## src/rtl/mips_bp_pkg.sv

```systemverilog
// Shared encodings and helpers for the MIPS branch predictor.
// Counter states use the classic bimodal SNT/WNT/WT/ST ordering.
package mips_bp_pkg;

    typedef enum logic [1:0] {
        SNT = 2'b00,
        WNT = 2'b01,
        WT  = 2'b10,
        ST  = 2'b11
    } bp_cnt_e;

    localparam bp_cnt_e ALLOC_CNT = WT;

    function automatic bp_cnt_e sat_update(input bp_cnt_e cnt, input logic taken);
        bp_cnt_e nxt;
        nxt = cnt;
        case (cnt)
            SNT: nxt = taken ? WNT : SNT;
            WNT: nxt = taken ? WT  : SNT;
            WT:  nxt = taken ? ST  : WNT;
            ST:  nxt = taken ? ST  : WT;
            default: nxt = cnt;
        endcase
        return nxt;
    endfunction

endpackage

```

## src/rtl/branch_pred_btb_sat_stat_counter.sv

```systemverilog
// Event counter that sticks at all-ones instead of wrapping.
module sat_stat_counter #(
    parameter int W = 32
) (
    input  logic         clk,
    input  logic         rst,
    input  logic         inc,
    output logic [W-1:0] cnt
);

    always_ff @(posedge clk or posedge rst) begin
        if (rst) begin
            cnt <= '0;
        end else if (inc && (cnt != '1)) begin
            cnt <= cnt + 1'b1;
        end
    end

endmodule

```

## src/rtl/branch_pred_btb.sv

```systemverilog
// Direct-mapped BTB with 2-bit bimodal counters: zero-latency lookup for IF,
// registered update from the resolving stage, plus mispredict statistics.
module branch_pred_btb
    import mips_bp_pkg::*;
#(
    parameter  int ENTRIES = 64,
    parameter  int TAG_W   = 8,
    parameter  int ADDR_W  = 32,
    parameter  int STAT_W  = 32,
    localparam int IDX_W   = $clog2(ENTRIES)
) (
    input  logic              clk,
    input  logic              rst,
    input  logic [ADDR_W-1:0] lkp_pc,
    output logic              pred_hit,
    output logic              pred_taken,
    output logic [ADDR_W-1:0] pred_target,
    input  logic              upd_valid,
    input  logic [ADDR_W-1:0] upd_pc,
    input  logic              upd_taken,
    input  logic [ADDR_W-1:0] upd_target,
    input  logic              upd_pred_taken,
    input  logic [ADDR_W-1:0] upd_pred_target,
    input  logic              flush,
    output logic              mispredict,
    output logic [STAT_W-1:0] stat_updates,
    output logic [STAT_W-1:0] stat_mispred
);

    logic [ENTRIES-1:0] valid_q;
    logic [TAG_W-1:0]   tag_q [ENTRIES];
    bp_cnt_e            cnt_q [ENTRIES];
    logic [ADDR_W-1:0]  tgt_q [ENTRIES];

    logic [IDX_W-1:0] lkp_idx;
    logic [TAG_W-1:0] lkp_tag;
    logic [IDX_W-1:0] upd_idx;
    logic [TAG_W-1:0] upd_tag;
    logic             upd_hit;
    logic             upd_write;

    assign lkp_idx = lkp_pc[IDX_W+1:2];
    assign lkp_tag = lkp_pc[IDX_W+TAG_W+1:IDX_W+2];
    assign upd_idx = upd_pc[IDX_W+1:2];
    assign upd_tag = upd_pc[IDX_W+TAG_W+1:IDX_W+2];

    logic unused_pc_bits;
    assign unused_pc_bits = ^{lkp_pc[1:0], lkp_pc[ADDR_W-1:IDX_W+TAG_W+2],
                              upd_pc[1:0], upd_pc[ADDR_W-1:IDX_W+TAG_W+2]};

    // Valid gates every read so uninitialised tag/counter/target never leak out.
    assign pred_hit    = valid_q[lkp_idx] && (tag_q[lkp_idx] == lkp_tag);
    assign pred_taken  = pred_hit && cnt_q[lkp_idx][1];
    assign pred_target = pred_hit ? tgt_q[lkp_idx] : '0;

    assign mispredict = upd_valid &&
                        ((upd_pred_taken != upd_taken) ||
                         (upd_taken && (upd_pred_target != upd_target)));

    assign upd_hit   = valid_q[upd_idx] && (tag_q[upd_idx] == upd_tag);
    assign upd_write = upd_valid && !flush;

    always_ff @(posedge clk or posedge rst) begin
        if (rst) begin
            valid_q <= '0;
        end else if (flush) begin
            valid_q <= '0;
        end else if (upd_valid && !upd_hit && upd_taken) begin
            valid_q[upd_idx] <= 1'b1;
        end
    end

    // Payload arrays carry no reset; they are only observed under valid.
    always_ff @(posedge clk) begin
        if (upd_write) begin
            if (upd_hit) begin
                cnt_q[upd_idx] <= sat_update(cnt_q[upd_idx], upd_taken);
                if (upd_taken) begin
                    tgt_q[upd_idx] <= upd_target;
                end
            end else if (upd_taken) begin
                tag_q[upd_idx] <= upd_tag;
                cnt_q[upd_idx] <= ALLOC_CNT;
                tgt_q[upd_idx] <= upd_target;
            end
        end
    end

    sat_stat_counter #(.W(STAT_W)) u_stat_updates (
        .clk (clk),
        .rst (rst),
        .inc (upd_valid),
        .cnt (stat_updates)
    );

    sat_stat_counter #(.W(STAT_W)) u_stat_mispred (
        .clk (clk),
        .rst (rst),
        .inc (mispredict),
        .cnt (stat_mispred)
    );

endmodule
```

## config.mk

```make
export PLATFORM = sky130hd
export DESIGN_NAME = branch_pred_btb
export DESIGN_NICKNAME = d
export VERILOG_FILES = /design/src/rtl/mips_bp_pkg.sv /design/src/rtl/branch_pred_btb_sat_stat_counter.sv /design/src/rtl/branch_pred_btb.sv
export SDC_FILE = /design/constraint.sdc
export NUM_CORES = 2
export LEC_CHECK = 0
export ABC_AREA = 1
export CORE_UTILIZATION = 55
export CTS_CLUSTER_DIAMETER = 200
export DETAILED_ROUTE_END_ITERATION = 8
export GPL_TIMING_DRIVEN = 1
export PLACE_DENSITY_LB_ADDON = 0.2
export SETUP_SLACK_MARGIN = 0.05
export SYNTH_ARGS = -nofsm -noshare
export SYNTH_HDL_FRONTEND = slang
export SYNTH_SLANG_ARGS = --single-unit
export TNS_END_PERCENT = 5
```

## constraint.sdc

```tcl
create_clock -name clk -period 5.3 [get_ports clk]
set_clock_uncertainty 0.05 [all_clocks]
set_input_delay 0.795 -clock clk [delete_from_list [all_inputs] [get_ports clk]]
set_output_delay 0.795 -clock clk [all_outputs]
set_load 0.03 [all_outputs]
```

Word-level counts from Yosys, hierarchy flattened
Memories as Yosys holds them, arrays and structs flattened. Cells that the tools add are included.

Register bits: 128. Output and inout port bits: 99. Logic and storage cells: 67. Memories: 3. Bits of input ports: 134. Memory bits (writable): 2688.

Magnitude comparators: 3. Bitwise operators: 3. Equal/unequal tests: 9. $add $sub $neg: 2. Reductions and logical operators: 16. Multiplexer cells: 28.

Memories: tgt_q (words 64, width 32, rd ports 1, clocked after Yosys merged registers in 0, write ports 1, RTL line branch_pred_btb.sv:33) `logic [ADDR_W-1:0] tgt_q [ENTRIES];`; tag_q (words 64, width 8, rd ports 2, clocked after Yosys merged registers in 0, write ports 1, RTL line branch_pred_btb.sv:31) `logic [TAG_W-1:0] tag_q [ENTRIES];`; cnt_q (words 64, width 2, rd ports 2, clocked after Yosys merged registers in 0, write ports 1, RTL line branch_pred_btb.sv:32) `bp_cnt_e cnt_q [ENTRIES];`.

Operators by type and width (count): $mux W64 (2); $add A32 B1 Y32 const B (2); $mux W32 (2); $ne A32 B32 Y1 const B (2); $or A64 B64 Y64 (1); $ne A32 B32 Y1 (1); $eq A8 B8 Y1 (2); $mux W1 (15); $lt A6 B7 Y1 const B (2); $bmux W1 S6 (2); $logic_and A1 B1 Y1 (11); $mux W2 (5); $pmux W2 S4 (1); $demux W1 S6 (1); $ge A6 B1 Y1 const B (1); $eq A2 B2 Y1 const B (2); $eq A2 B1 Y1 const B (1); $logic_not A1 Y1 (2); $logic_not A2 Y1 (1); $or A1 B1 Y1 (2); $reduce_bool A2 Y1 (1); $logic_or A1 B1 Y1 (1); $ne A1 B1 Y1 (1).

Logic depth before layout (Yosys ltp)
Depth in word-level cells: 8. Depth in mapped cells: 22.

Modules after synthesis
Synthesis repeated with hierarchy kept, for this count alone.

Cell total of the unflattened synthesis: 10946. Area total of the unflattened synthesis: 121711.7 um^2.

Modules (own cells, without submodules): branch_pred_btb (cells each 10238, sequential area each 82319.0 um^2, times used 1, area each 117198.7 um^2); sat_stat_counter (u_stat_updates) (cells each 350, sequential area each 800.8 um^2, times used 1, area each 2257.2 um^2); sat_stat_counter (u_stat_mispred) (cells each 358, sequential area each 800.8 um^2, times used 1, area each 2255.9 um^2).

Worst setup path before layout
No wires, ideal clock.

Path kind: input-to-reg. Start point: input port upd_pc[2]. End point: memory tag_q[60][0] (enable). Arrival: 3.948 ns. Library setup time: 0.325 ns. Setup slack: 0.977 ns. Path buffers: 5. Required time: 4.925 ns. Stages: 12. Cells stage by stage: buf_4 -> buf_6 -> buf_4 -> buf_2 -> nor2_1 -> clkbuf_1 -> inv_1 -> nor2_1 -> inv_1 -> nor2_1 -> nand2_1 -> inv_1.

Word-level cells in the longest chain between the ends: 6.

RTL lines: from (decl) (RTL line branch_pred_btb.sv:19) `input logic [ADDR_W-1:0] upd_pc,`; $mem_v2 Z64 W8 or $bmux W1 S6 (tied branches); $eq A8 B8 Y1 or $mux W1 (tied branches) (RTL line branch_pred_btb.sv:60) `assign upd_hit = valid_q[upd_idx] && (tag_q[upd_idx] == upd_tag);`; $logic_and A1 B1 Y1 (RTL line branch_pred_btb.sv:60); $mux W1 (RTL line branch_pred_btb.sv:76) `if (upd_hit) begin`; $mux W1 (RTL line branch_pred_btb.sv:75) `if (upd_write) begin`; $mux W1 (not written as such) (RTL line branch_pred_btb.sv:82) `tag_q[upd_idx] <= upd_tag;`; to (decl) (RTL line branch_pred_btb.sv:31).

Several ways; a longest one is shown, not always the timed one. The select of a mux whose other input is x is not followed.

Worst setup path after layout
Start point: input port lkp_pc[2]. End point: output port pred_target[17].

Word-level cells in the longest chain between the ends: 4.

RTL lines: from (decl) (RTL line branch_pred_btb.sv:14) `input logic [ADDR_W-1:0] lkp_pc,`; $mem_v2 Z64 W8 or $bmux W1 S6 (tied branches); $eq A8 B8 Y1 or $mux W1 (tied branches) (RTL line branch_pred_btb.sv:52) `assign pred_hit = valid_q[lkp_idx] && (tag_q[lkp_idx] == lkp_tag);`; $logic_and A1 B1 Y1 (RTL line branch_pred_btb.sv:52); $mux W32 * (RTL line branch_pred_btb.sv:54) `assign pred_target = pred_hit ? tgt_q[lkp_idx] : '0;`; to (decl) (RTL line branch_pred_btb.sv:17) `output logic [ADDR_W-1:0] pred_target,`.

Every way passes the cells marked *; elsewhere a longest branch is shown, timed or not. The select of a mux whose other input is x is not followed.

==> summary.txt <==
Min path
  • HP Class: input port to register
  • WHS Path Cells: 1

Clock network
  • # hold bufs at CTS: 0
  • Clock Root Buffer: clkbuf_16
  • CTS max path bufs: 4
  • Skew-Pair Late Insertion Delay: 0.97 ns
  • Inserted Clock Buffers: 305
  • Clk sinks: 2816
  • CTS tree: done
  • Reg clk slew, reported paths: 0.05 ns
  • Gates resized, CTS repair: 0
  • H-tree depth: 5
  • Post-CTS Setup Repair Bufs: 0

Logic synthesis
  • EDFF count, synth: 2688
  • Warning count from the yosys run: 0
  • Top FF cell, synth: edfxtp_1
  • Cell area after synthesis: 121000 um2
  • Post-Syn Area per Cell: 11.2 um2
  • Sequential area share after synthesis: 69.5%
  • Async S/R FF share, synth: 4.55%
  • Syn nets: 10900
  • Post-synth cell types: 48
  • Cells after synthesis: around 11000
  • Yosys reg bits: 2816

Routing
  • Via density: 6.39
  • DRT met1 WL: about 140000 um
  • Met2 wire length: 178000 um
  • DRC viols: 0
  • Met3 wire length: around 46000 um
  • DR iter-0 viols: about 13000
  • Final antenna-violating net count: 0
  • Pre-antenna DRT Iters: 7
  • Max Used Layer: met5
  • Via Count: between 80000 and 90000
  • Drt total wl: approximately 400000 um
  • WL/cell: approximately 28 um

STA
  • Worst Tran Pin Value: around 1.2 ns
  • Worst rel slew slack: between 20% and 30%
  • Final number of setup-violating endpoints: 0
  • Final hold viol count: 0
  • Setup TNS: 0 ns
  • Fin. max-slew vios: 0
  • RSZ-0062 raised after global routing: no
  • Final Cycle Share: about 93%
  • Fmax: ~200 MHz
  • Crit path time final: 4.94 ns

Global routing
  • GR Overflow Total: 0
  • All-layer global routing usage: 34.8%
  • Global-route wire length before repair: 564000 um
  • Largest net degree at the start of global routing: 198
  • Number of global-route vias before repair: 84200
  • Initial antenna violation count: 24

Floorplanning
  • Die Ht: around 470 um
  • I/O pin total: 233
  • Die ar.: 221000 um2
  • Row cnt: 171
  • Initial Util: 55.5%
  • Die X: 470 um
  • Core Area: about 220000 um2

Critical path
  • Worst Path Required: about 4.5 ns
  • Slowest stage cell, crit path: buf_4
  • R2R depth: 17
  • Worst Path Arrival: 4.09 ns
  • R2r setup slk: 1.84 ns
  • Critical setup path kind: input port to primary output
  • Setup crit end kind: primary output
  • Buf/Inv on CP: 5
  • Crit path top cell by count: nand3_1
  • Startpoint class of the critical path: input port
  • WP depth: 15
  • CP max stage delay: ~0.47 ns
  • Top delay family on crit path: simple AND/OR/NAND/NOR gates
  • Worst Path Max Fanout: 52
  • Crit path cell chain: buf_8 > inv_8 > buf_4 > nand2_1 > nand3_1 > nand3_1 > nand3_1 > nand3_1 > nand3_1 > a21oi_1 > nor2_1 > nand3_2 > buf_12 > nor3_1 > buf_12

Layout
  • # fillers: around 16000
  • Most common cell after layout, fill and taps aside: edfxtp_1
  • Share of layout cells above drive strength 1: approximately a tenth
  • Most frequent cells in the layout: 2688 x edfxtp_1, 2463 x nand2_1, 1008 x nor2_1, 1008 x o21ai_0, 953 x nand3_1
  • Final core utilization: a little over three fifths
  • Area overhead of the layout relative to synthesis: 13.5%
  • Layout Nets: 11100

Power
  • Overall power: 48.2 mW
  • Power Dens Cells: 352 nW/um2
  • Leakage: 48.4 nW
  • Peak supply drop: 423 uV

Run
  • Total of max-cap violations: 0

Outcome
  • Status: completed

Placed design
  • Port Buffers: 196
  • HPWL after DPL: 226000 um
  • Gpl congestion: 0.925
## final timing paths
kind                                         from                      to
hold / removal                     upd_target[28]           tgt_q[32][28]
min in group asynchronous                     rst             valid_q[51]
setup / recovery                        lkp_pc[2]         pred_target[17]
max in group asynchronous                     rst   u_stat_updates.cnt[3]
setup reg to reg                     tag_q[14][5]            cnt_q[53][1]
hold reg to reg            u_stat_updates.cnt[30]  u_stat_updates.cnt[30]
## sequential cells by signal (all words and copies together) (netlist names)
signal              count
cnt_q                 128
u_stat_updates.cnt     32
tgt_q                2048
tag_q                 512
valid_q                64
u_stat_mispred.cnt     32
## layout make-up
class	instances	area, um2	share of cell area (%)
sequential	2816	83900	61.3
multi-input combinational	6803	32600	23.8
clock buffer	388	8070	5.89
timing repair buffer	594	6160	4.50
tap	2854	3570	2.61
inverter	397	1530	1.11
clock inverter	137	1080	0.791
antenna	22	55.1	0.0402
## worst reg2reg max path, stage by stage, from the launching register on
cell	delay, ns
edfxtp_1	0.39
nor2_1	0.15
nor2_1	0.07
o21ai_0	0.09
nand2_1	0.08
o21ai_1	0.29
nand2_1	0.21
nor2_1	0.19
nand2_1	0.07
nand2_1	0.05
nand2_1	0.05
nand2_1	0.09
nor2_1	0.06
nand3_2	0.21
buf_4	0.30
nand2_1	0.10
nand2_1	0.08
buf_4	0.53
## per-layer routing
| layer | track usage, % | up-vias |
|---|---|---|
| met1 | 46.0 | 43600 |
| met5 | 0 | - |
| met3 | 6.86 | 1200 |
| met2 | 53.3 | 5992 |
| met4 | 21.7 | 4 |
| li1 | - | 38700 |
## power breakdown
part	total [mW]	switching [mW]	internal, mW
Combinational	3.63	2.66	0.975
Sequential	24.6	0.0763	24.5
Clock	20.0	8.51	11.5
Total	48.2	11.2	37.0
## cell usage after synthesis, types with 6 or more instances
master    number  area share (%)
a31oi_1       53            0.27
edfxtp_1    2688              67
nand4_1       26            0.13
o221a_2       52            0.49
a32o_1        17            0.14
a21oi_1      408             1.7
or2_2         28            0.15
dfrtp_1      128             2.7
inv_1        388             1.2
o22ai_1       33            0.17
or2_1          7           0.036
buf_1         86            0.27
nand2_1     2465             7.7
buf_6         13            0.12
o21ai_1       57            0.24
nor4_1        21            0.11
clkbuf_1     375             1.2
nand3_1      956             4.0
o31ai_1       55            0.34
a221o_1       29            0.24
inv_2          6           0.019
o211ai_1      64            0.40
xnor2_1       24            0.17
buf_2        258             1.1
o21ai_0     1008             4.2
a22oi_1       10           0.062
buf_4         12           0.075
nor3_1        82            0.34
xor2_1        48            0.35
o221ai_1     214             1.6
a22o_1        18            0.13
nand2_2       10           0.052
a221oi_1      15            0.11
nor2_1      1075             3.3
## kinds of logic (layout without fill, tap and decap cells)
family,count (synthesis),count (layout),share of synthesized area (%)
xor+xnor,72,72,0.522
buf+inv,1141,1516,3.93
compound gates,2038,2038,10.0
other cells,0,22,0
flops,2816,2816,69.5
simple gates,4691,4691,16.0
fa+ha+maj,2,2,0.0207
## metrics by stage
| step | setup slack, ns | hold slack [ns] | instance area (um2) | std cells |
|---|---|---|---|---|
| 2_1_floorplan | 0.977 | 0.453 | 121000 | 10800 |
| 3_3_place_gp | 0.460 | 0.454 | 128000 | 13500 |
| 3_5_place_dp | 0.421 | 0.463 | 128000 | 13500 |
| 4_1_cts | 0.426 | 0.130 | 137000 | 14000 |
| 5_1_grt | 0.201 | 0.140 | 137000 | 14000 |
| 6_report | 0.363 | 0.172 | 137000 | 14000 |
Note: power is estimated with default switching activity, not from simulation.
